===== src/rtl/not_pipe_pkg.sv =====
// Shared definitions for not_pipe: operation mode encodings and the per-bit operation.
package not_pipe_pkg;

  typedef logic [1:0] mode_t;

  localparam mode_t MODE_NOT  = 2'b00;
  localparam mode_t MODE_PASS = 2'b01;
  localparam mode_t MODE_MASK = 2'b10;
  localparam mode_t MODE_RSVD = 2'b11;

  // Per-bit operation so the top can apply it across any WIDTH.
  function automatic logic op_apply(input logic a, input mode_t mode, input logic mask);
    logic r;
    case (mode)
      MODE_PASS: r = a;
      MODE_MASK: r = a ^ mask;
      default:   r = ~a;  // NOT, and reserved mode behaves as NOT
    endcase
    return r;
  endfunction

  function automatic logic op_err(input mode_t mode);
    return mode == MODE_RSVD;
  endfunction

endpackage


===== src/rtl/not_pipe_stage.sv =====
// One elastic valid/ready pipeline register holding an opaque payload word.
module not_pipe_stage #(
  parameter int unsigned PW = 9
) (
  input  logic          clk,
  input  logic          rst_n,
  input  logic          up_valid,
  output logic          up_ready,
  input  logic [PW-1:0] up_payload,
  output logic          dn_valid,
  input  logic          dn_ready,
  output logic [PW-1:0] dn_payload
);

  assign up_ready = ~dn_valid | dn_ready;

  // Payload only loads on a transfer, so it holds its last value when the stage empties.
  always_ff @(posedge clk or negedge rst_n) begin
    if (!rst_n) begin
      dn_valid   <= 1'b0;
      dn_payload <= '0;
    end else if (up_valid && up_ready) begin
      dn_valid   <= 1'b1;
      dn_payload <= up_payload;
    end else if (dn_ready) begin
      dn_valid   <= 1'b0;
    end
  end

endmodule


===== src/rtl/not_pipe.sv =====
// Pipelined multi-bit NOT/PASS/MASK with elastic stages and an output transfer counter.
// Optional NOT_PIPE_PARITY_EN adds out_par, the registered even parity of the result.
module not_pipe
  import not_pipe_pkg::*;
#(
  parameter int unsigned WIDTH  = 8,
  parameter int unsigned STAGES = 2,
  parameter int unsigned CNT_W  = 8
) (
  input  logic             clk,
  input  logic             rst_n,
  input  logic             in_valid,
  output logic             in_ready,
  input  logic [WIDTH-1:0] in_data,
  input  logic [1:0]       in_mode,
  input  logic [WIDTH-1:0] in_mask,
  output logic             out_valid,
  input  logic             out_ready,
  output logic [WIDTH-1:0] out_data,
  output logic             out_err,
  output logic [CNT_W-1:0] xfer_cnt
`ifdef NOT_PIPE_PARITY_EN
  ,
  output logic             out_par
`endif
);

`ifdef NOT_PIPE_PARITY_EN
  localparam int unsigned PW = WIDTH + 2;
`else
  localparam int unsigned PW = WIDTH + 1;
`endif

  logic [WIDTH-1:0] result;
  logic             vld [STAGES+1];
  logic             rdy [STAGES+1];
  logic [PW-1:0]    pay [STAGES+1];

  always_comb begin
    result = '0;
    for (int unsigned i = 0; i < WIDTH; i++) begin
      result[i] = op_apply(in_data[i], in_mode, in_mask[i]);
    end
  end

`ifdef NOT_PIPE_PARITY_EN
  assign pay[0] = {^result, op_err(in_mode), result};
  assign out_par = pay[STAGES][WIDTH+1];
`else
  assign pay[0] = {op_err(in_mode), result};
`endif

  assign vld[0]      = in_valid;
  assign in_ready    = rdy[0];
  assign rdy[STAGES] = out_ready;
  assign out_valid   = vld[STAGES];
  assign out_data    = pay[STAGES][WIDTH-1:0];
  assign out_err     = pay[STAGES][WIDTH];

  for (genvar k = 0; k < STAGES; k++) begin : g_stage
    not_pipe_stage #(
      .PW(PW)
    ) u_stage (
      .clk       (clk),
      .rst_n     (rst_n),
      .up_valid  (vld[k]),
      .up_ready  (rdy[k]),
      .up_payload(pay[k]),
      .dn_valid  (vld[k+1]),
      .dn_ready  (rdy[k+1]),
      .dn_payload(pay[k+1])
    );
  end

  always_ff @(posedge clk or negedge rst_n) begin
    if (!rst_n) begin
      xfer_cnt <= '0;
    end else if (out_valid && out_ready) begin
      xfer_cnt <= xfer_cnt + CNT_W'(1);
    end
  end

endmodule


===== config.mk =====
export PLATFORM = sky130hd
export DESIGN_NAME = not_pipe
export DESIGN_NICKNAME = d
export VERILOG_FILES = /design/src/rtl/not_pipe_pkg.sv /design/src/rtl/not_pipe_stage.sv /design/src/rtl/not_pipe.sv
export SDC_FILE = /design/constraint.sdc
export NUM_CORES = 1
export LEC_CHECK = 0
export BUFFER_PORTS_ARGS = -buffer_cell sky130_fd_sc_hd__buf_2
export CORE_UTILIZATION = 45
export CTS_CLUSTER_SIZE = 10
export DETAILED_ROUTE_END_ITERATION = 6
export PLACE_DENSITY = 0.82
export SLEW_MARGIN = 20
export SYNTH_ARGS = -nofsm -noshare
export SYNTH_HDL_FRONTEND = slang
export SYNTH_SLANG_ARGS = --single-unit

===== constraint.sdc =====
create_clock -name clk -period 1.35 [get_ports clk]
set_clock_uncertainty 0.2 [all_clocks]
set_input_delay 0 -clock clk [delete_from_list [all_inputs] [get_ports clk]]
set_output_delay 0 -clock clk [all_outputs]
set_load 0.02 [all_outputs]

# Word-level counts from Yosys, hierarchy flattened

Index checks and enable logic that the tools add are counted.

$add $sub $neg: 1
Bitwise gates (word level): 20
Reductions and logical operators: 5
Eq/ne operators: 3
Muxes and demuxes: 12

Operators with widths:

| operator            | number |
|---|---|
| $pmux 1 s2          | 8 |
| $not 1->1           | 10 |
| $add 8x1->8 const B | 1 |
| $xor 1x1->1         | 8 |
| $eq 2x2->1 const B  | 2 |
| $mux 1              | 4 |
| $reduce_bool 2->1   | 2 |
| $logic_and 1x1->1   | 3 |
| $eq 2x1->1 const B  | 1 |
| $or 1x1->1          | 2 |

Output and inout bits: 19
Bits of input ports: 22
Word-level logic and storage cells: 46
Register bits after elaboration: 28

# Depth between registers and ports, before layout

Depth in word-level cells: 5
Gate-level depth with buffers: 7
Mapped depth without buffers: 6

# By module

Synthesis repeated with hierarchy kept, for this count alone.

Cells, all modules: 120
Area total of the unflattened synthesis: 1507.7 um^2

Modules (own cells, without submodules):

| module         | cells each | area each (um^2) | times used | seq. area each (um^2) |
|---|---|---|---|---|
| not_pipe_stage | 22         | 425.4            | 2          | 250.2 |
| not_pipe       | 76         | 656.9            | 1          | 200.2 |

# Worst setup path before layout

No wires, ideal clock.

Path type: register to register
From: reg g_stage[1].u_stage.dn_valid
To: reg g_stage[0].u_stage.dn_payload[1]
Period minus slack after synthesis: 1.735 ns
Path slack: -0.385 ns
Arrival time: 1.410 ns
Setup time: 0.125 ns
Path buffers: 1
Cell stages (with the launch flop): 5
Required time: 1.025 ns
Path through: dfrtp_1 -> nand3b_1 -> and2_1 -> buf_6 -> mux2_4

Cells in the longest elaborated chain, start to end: 4

RTL lines:

| element                  | RTL line             | text |
|---|---|---|
| start: declaration       | not_pipe_stage.sv:10 | `output logic dn_valid,` |
| start signal: assignment | not_pipe_stage.sv:20 | `dn_valid <= 1'b0;` |
| start signal: assignment | not_pipe_stage.sv:23 | `dn_valid <= 1'b1;` |
| start signal: assignment | not_pipe_stage.sv:26 | `dn_valid <= 1'b0;` |
| $not 1->1                | not_pipe_stage.sv:15 | `assign up_ready = ~dn_valid \| dn_ready;` |
| $or 1x1->1 (2 in a row)  | not_pipe_stage.sv:15 |  |
| named net in_ready       | not_pipe.sv:13       | `output logic in_ready,` |
| $logic_and 1x1->1        | not_pipe_stage.sv:22 | `end else if (up_valid && up_ready) begin` |
| end signal: assignment   | not_pipe_stage.sv:24 | `dn_payload <= up_payload;` |
| end: declaration         | not_pipe_stage.sv:12 | `output logic [PW-1:0] dn_payload` |

The timed path passes the listed nets, and every way through them passes these cells.
A chain may end at the register's enable or synchronous reset.

# Final worst setup path

From: reg g_stage[1].u_stage.dn_valid
To: reg g_stage[0].u_stage.dn_valid

Cells in the longest elaborated chain, start to end: 5
Elaborated cells on any way between the ends: 6
Classes of those cells: mux: 1; bitwise: 3; reduce/logical: 2

RTL lines:

| element                                     | RTL line |
|---|---|
| $not 1->1 (*)                               | not_pipe_stage.sv:15 |
| $or 1x1->1 (*)                              | not_pipe_stage.sv:15 |
| $or 1x1->1                                  | not_pipe_stage.sv:15 |
| $logic_and 1x1->1                           | not_pipe_stage.sv:22 |
| $mux 1 or $reduce_bool 2->1 (tied branches) | -- |
| end signal: assignment                      | not_pipe_stage.sv:20 |
| end signal: assignment                      | not_pipe_stage.sv:23 |
| end signal: assignment                      | not_pipe_stage.sv:26 |
| end: declaration                            | not_pipe_stage.sv:10 |

Mark *: on every way between the ends. The rest lies on a longest branch, timed or not.

==> key figures <==
Status
  • Status: complete, but fails checks
  • Failing checks: design-rule violations, negative hold slack, negative setup slack

Synth
  • Synth area leaders: dfrtp_1 (51%), mux2_2 (8.2%), o21ai_0 (5.1%), nor3b_1 (3.8%), xnor2_1 (3.8%)
  • Yosys warning total: 0
  • Mapped Nets: 153
  • Syn Area/Cell: 10.8 sq um
  • Synth unique cells: 25
  • Register area share after synthesis: 0.509
  • Yosys reg bits: 28
  • Synth top area share: 0.509
  • Cell taking the most area after synthesis: dfrtp_1
  • Netlist Area Pre-Place: 1380 sq um
  • Cells after Synth: 127

Global route
  • Global Route Usage Sum: 0.197
  • First-pass GRT wire length: 4920 um
  • Gr ovfl total: 0
  • Initial antenna violation count: 0
  • Number of global-route vias before repair: 1,154
  • Largest net degree at the start of global routing: 29

Setup path
  • Critical Path Most Common Cell: buf_4
  • Max stage delay cell, worst path: dfrtp_2
  • Critical path's top delay family: flip-flops
  • Crit path kind: flop to flop
  • Setup crit start kind: flop
  • Crit-path max cell delay: 460 ps
  • Worst setup EP type: flop
  • CP Data Required Time: 1380 ps
  • Critical path buffer and inverter count: 3
  • Critical path, cell by cell: nand3b_1 > buf_4 > buf_6 > buf_4 > or2b_1
  • Crit path DAT: 1430 ps
  • Crit-path max FO: 5

Route
  • Wirelength per Cell: 13.3 um
  • Routed WL: 3080 um
  • Vias per inst: 5.22
  • DRC: 4
  • DRT antenna net count: 0
  • First-pass detailed-route iteration total: 6
  • Via count of the routed design: 1,206
  • 1st-iter DRT viols: 42

Placed design
  • Dpl cells: 201
  • Cell Area, Placed: 1640 sq um
  • Post-DP HPWL: 2080 um
  • # port buffers: 40
  • GP Congestion: 0.789

Clock tree
  • Clock sink count: 28
  • Root buffer cell: clkbuf_4
  • Clock Pin Slew Worst Setup and Hold Paths: 140 ps
  • H-tree Lvls: 1
  • TritonCTS clock tree: built
  • CTS Buf Count: 3
  • Latest clock arrival within the worst-skew pair: 330 ps
  • CTS Buffer Depth: 2

Die
  • Core region area: 2830 sq um
  • Ports: 41
  • Chip Height: 57.3 um
  • Cell Rows: 19
  • Initial Util: 0.487
  • Die Area: 3280 sq um
  • Die Wd: 57.3 um

STA
  • Final hold slack: -9.91 ps
  • Min Clock Period, post-route: 1400 ps
  • Final Hold Viols: 28
  • Achievable Freq: 713 MHz
  • RSZ-0062 raised after global routing: yes
  • Slew headroom: 0.604
  • Fin crit share: 1.04
  • # setup viols final: 17
  • Fin Setup TNS: -454 ps
  • Final worst slack: -51.9 ps
  • Pins Over Slew Limit: 0
  • Least-Margin Pin Slew: 594 ps

Cells and area
  • Fillers: 201
  • Fin util: 0.695
  • Area Growth Syn to Fin: 42.9%
  • Share of post-route cells with drive strength above 1: 0.405
  • Area of the multi-input gates: 666 sq um
  • Layout Cells excl Fill: 231
  • Diode count: 0
  • Fin area: 1970 sq um
  • Final nets: 227
  • Reg area: 703 sq um

Power
  • LEAKAGE: 0.000915 uW
  • Peak supply drop: 0.000495 V
  • Final Power: 2600 uW
  • P per Cell Area: 1320 nW/um^2

Flow run
  • Max cap viols: 0

Min path
  • Min-delay worst type: input pin to asynchronous set/reset pin
-- routing by layer --
metal	vias up	track usage	wire (um)
met5	-	0	0
met4	0	0.0732	28
met3	3	0.0249	133
met2	44	0.378	1590
met1	572	0.222	1330
li1	587	-	-
-- power by group --
group / switching (uW) / internal, uW
sequential: 179 / 1060
clock: 238 / 165
combinational: 508 / 456
total: 925 / 1680
-- per-stage QoR --
stage,hold WS [ps],setup slack (ps)
2_1_floorplan,-496,-272
3_3_place_gp,-177,-47.4
3_5_place_dp,-166,-184
4_1_cts,5.87,-42.9
5_1_grt,50.0,-78.3
6_report,-9.91,-51.9
-- repair_timing --
| action | in CTS | in global routing |
|---|---|---|
| endpoints found under the setup margin | 19 | 23 |
| gates resized for setup | 5 | 10 |
| hold buffers | 21 | 0 |
| gates cloned | 1 | 0 |
| pin swaps | 2 | 1 |
| buffers inserted | 4 | 0 |
| hold endpoints to repair | 42 | 0 |
-- flip-flops by register name, summed over array words and instances, names as in the netlist --
name                        count
g_stage.u_stage.dn_payload     18
xfer_cnt                        8
g_stage.u_stage.dn_valid        2
-- layout by cell type (no fill, tap or decap), drive strengths merged --
cell type    synthesis  layout
nor2b                7       7
dlygate4sd3          0      21
o22ai                1       1
xor2                 1       1
nand2                9       9
a31oi                7       7
nor2                 7       7
xnor2                6       6
or2b                 1       1
nand2b               4       4
clkbuf               1       4
and3                 3       3
dfrtp               28      28
and2                 1       1
nand3b               1       1
nand3                5       5
nor3b                7       7
a21oi                2       2
mux2                12      12
o21ai               14      14
buf                  3      52
ha                   4       4
inv                  3       3
-- logic make-up after synthesis --
family	count (synthesis)	synth area share
compound gates	24	0.0945
xor+xnor	7	0.0445
fa+ha+maj	4	0.0364
buf+inv	7	0.0309
flops	28	0.509
mux	12	0.104
simple gates	45	0.181
-- worst paths after layout --
| kind | start | end | slack, ps | cells after the start |
|---|---|---|---|---|
| min reg2reg | xfer_cnt[7]$_DFFE_PN0P_ | xfer_cnt[7]$_DFFE_PN0P_ | 290 | 1 |
| min in group clk | out_ready | xfer_cnt[3]$_DFFE_PN0P_ | 30 | 4 |
| min | rst_n | xfer_cnt[0]$_DFFE_PN0P_ | -10 | 2 |
| max | g_stage[1].u_stage.dn_valid$_DFFE_PN0P_ | g_stage[0].u_stage.dn_valid$_DFFE_PN0P_ | -50 | 5 |
| max reg2reg | g_stage[1].u_stage.dn_valid$_DFFE_PN0P_ | g_stage[0].u_stage.dn_valid$_DFFE_PN0P_ | -50 | 5 |
| max in group asynchronous | rst_n | g_stage[1].u_stage.dn_valid$_DFFE_PN0P_ | 540 | 2 |
-- cell usage after synthesis (all sizes together) --
library cell,n
nand3,5
nor2,7
and3,3
a31oi,7
nor3b,7
xor2,1
buf,3
and2,1
inv,3
o22ai,1
o21ai,14
mux2,12
nor2b,7
nand2b,4
ha,4
or2b,1
clkbuf,1
xnor2,6
nand2,9
dfrtp,28
nand3b,1
a21oi,2
-- layout make-up --
cell class / instances / area share
sequential: 28 / 0.358
multi-input combinational: 92 / 0.338
timing repair buffer: 73 / 0.260
tap: 31 / 0.0197
inverter: 3 / 0.00573
clock buffer: 4 / 0.0184
Note: power is estimated with default switching activity, not from simulation.
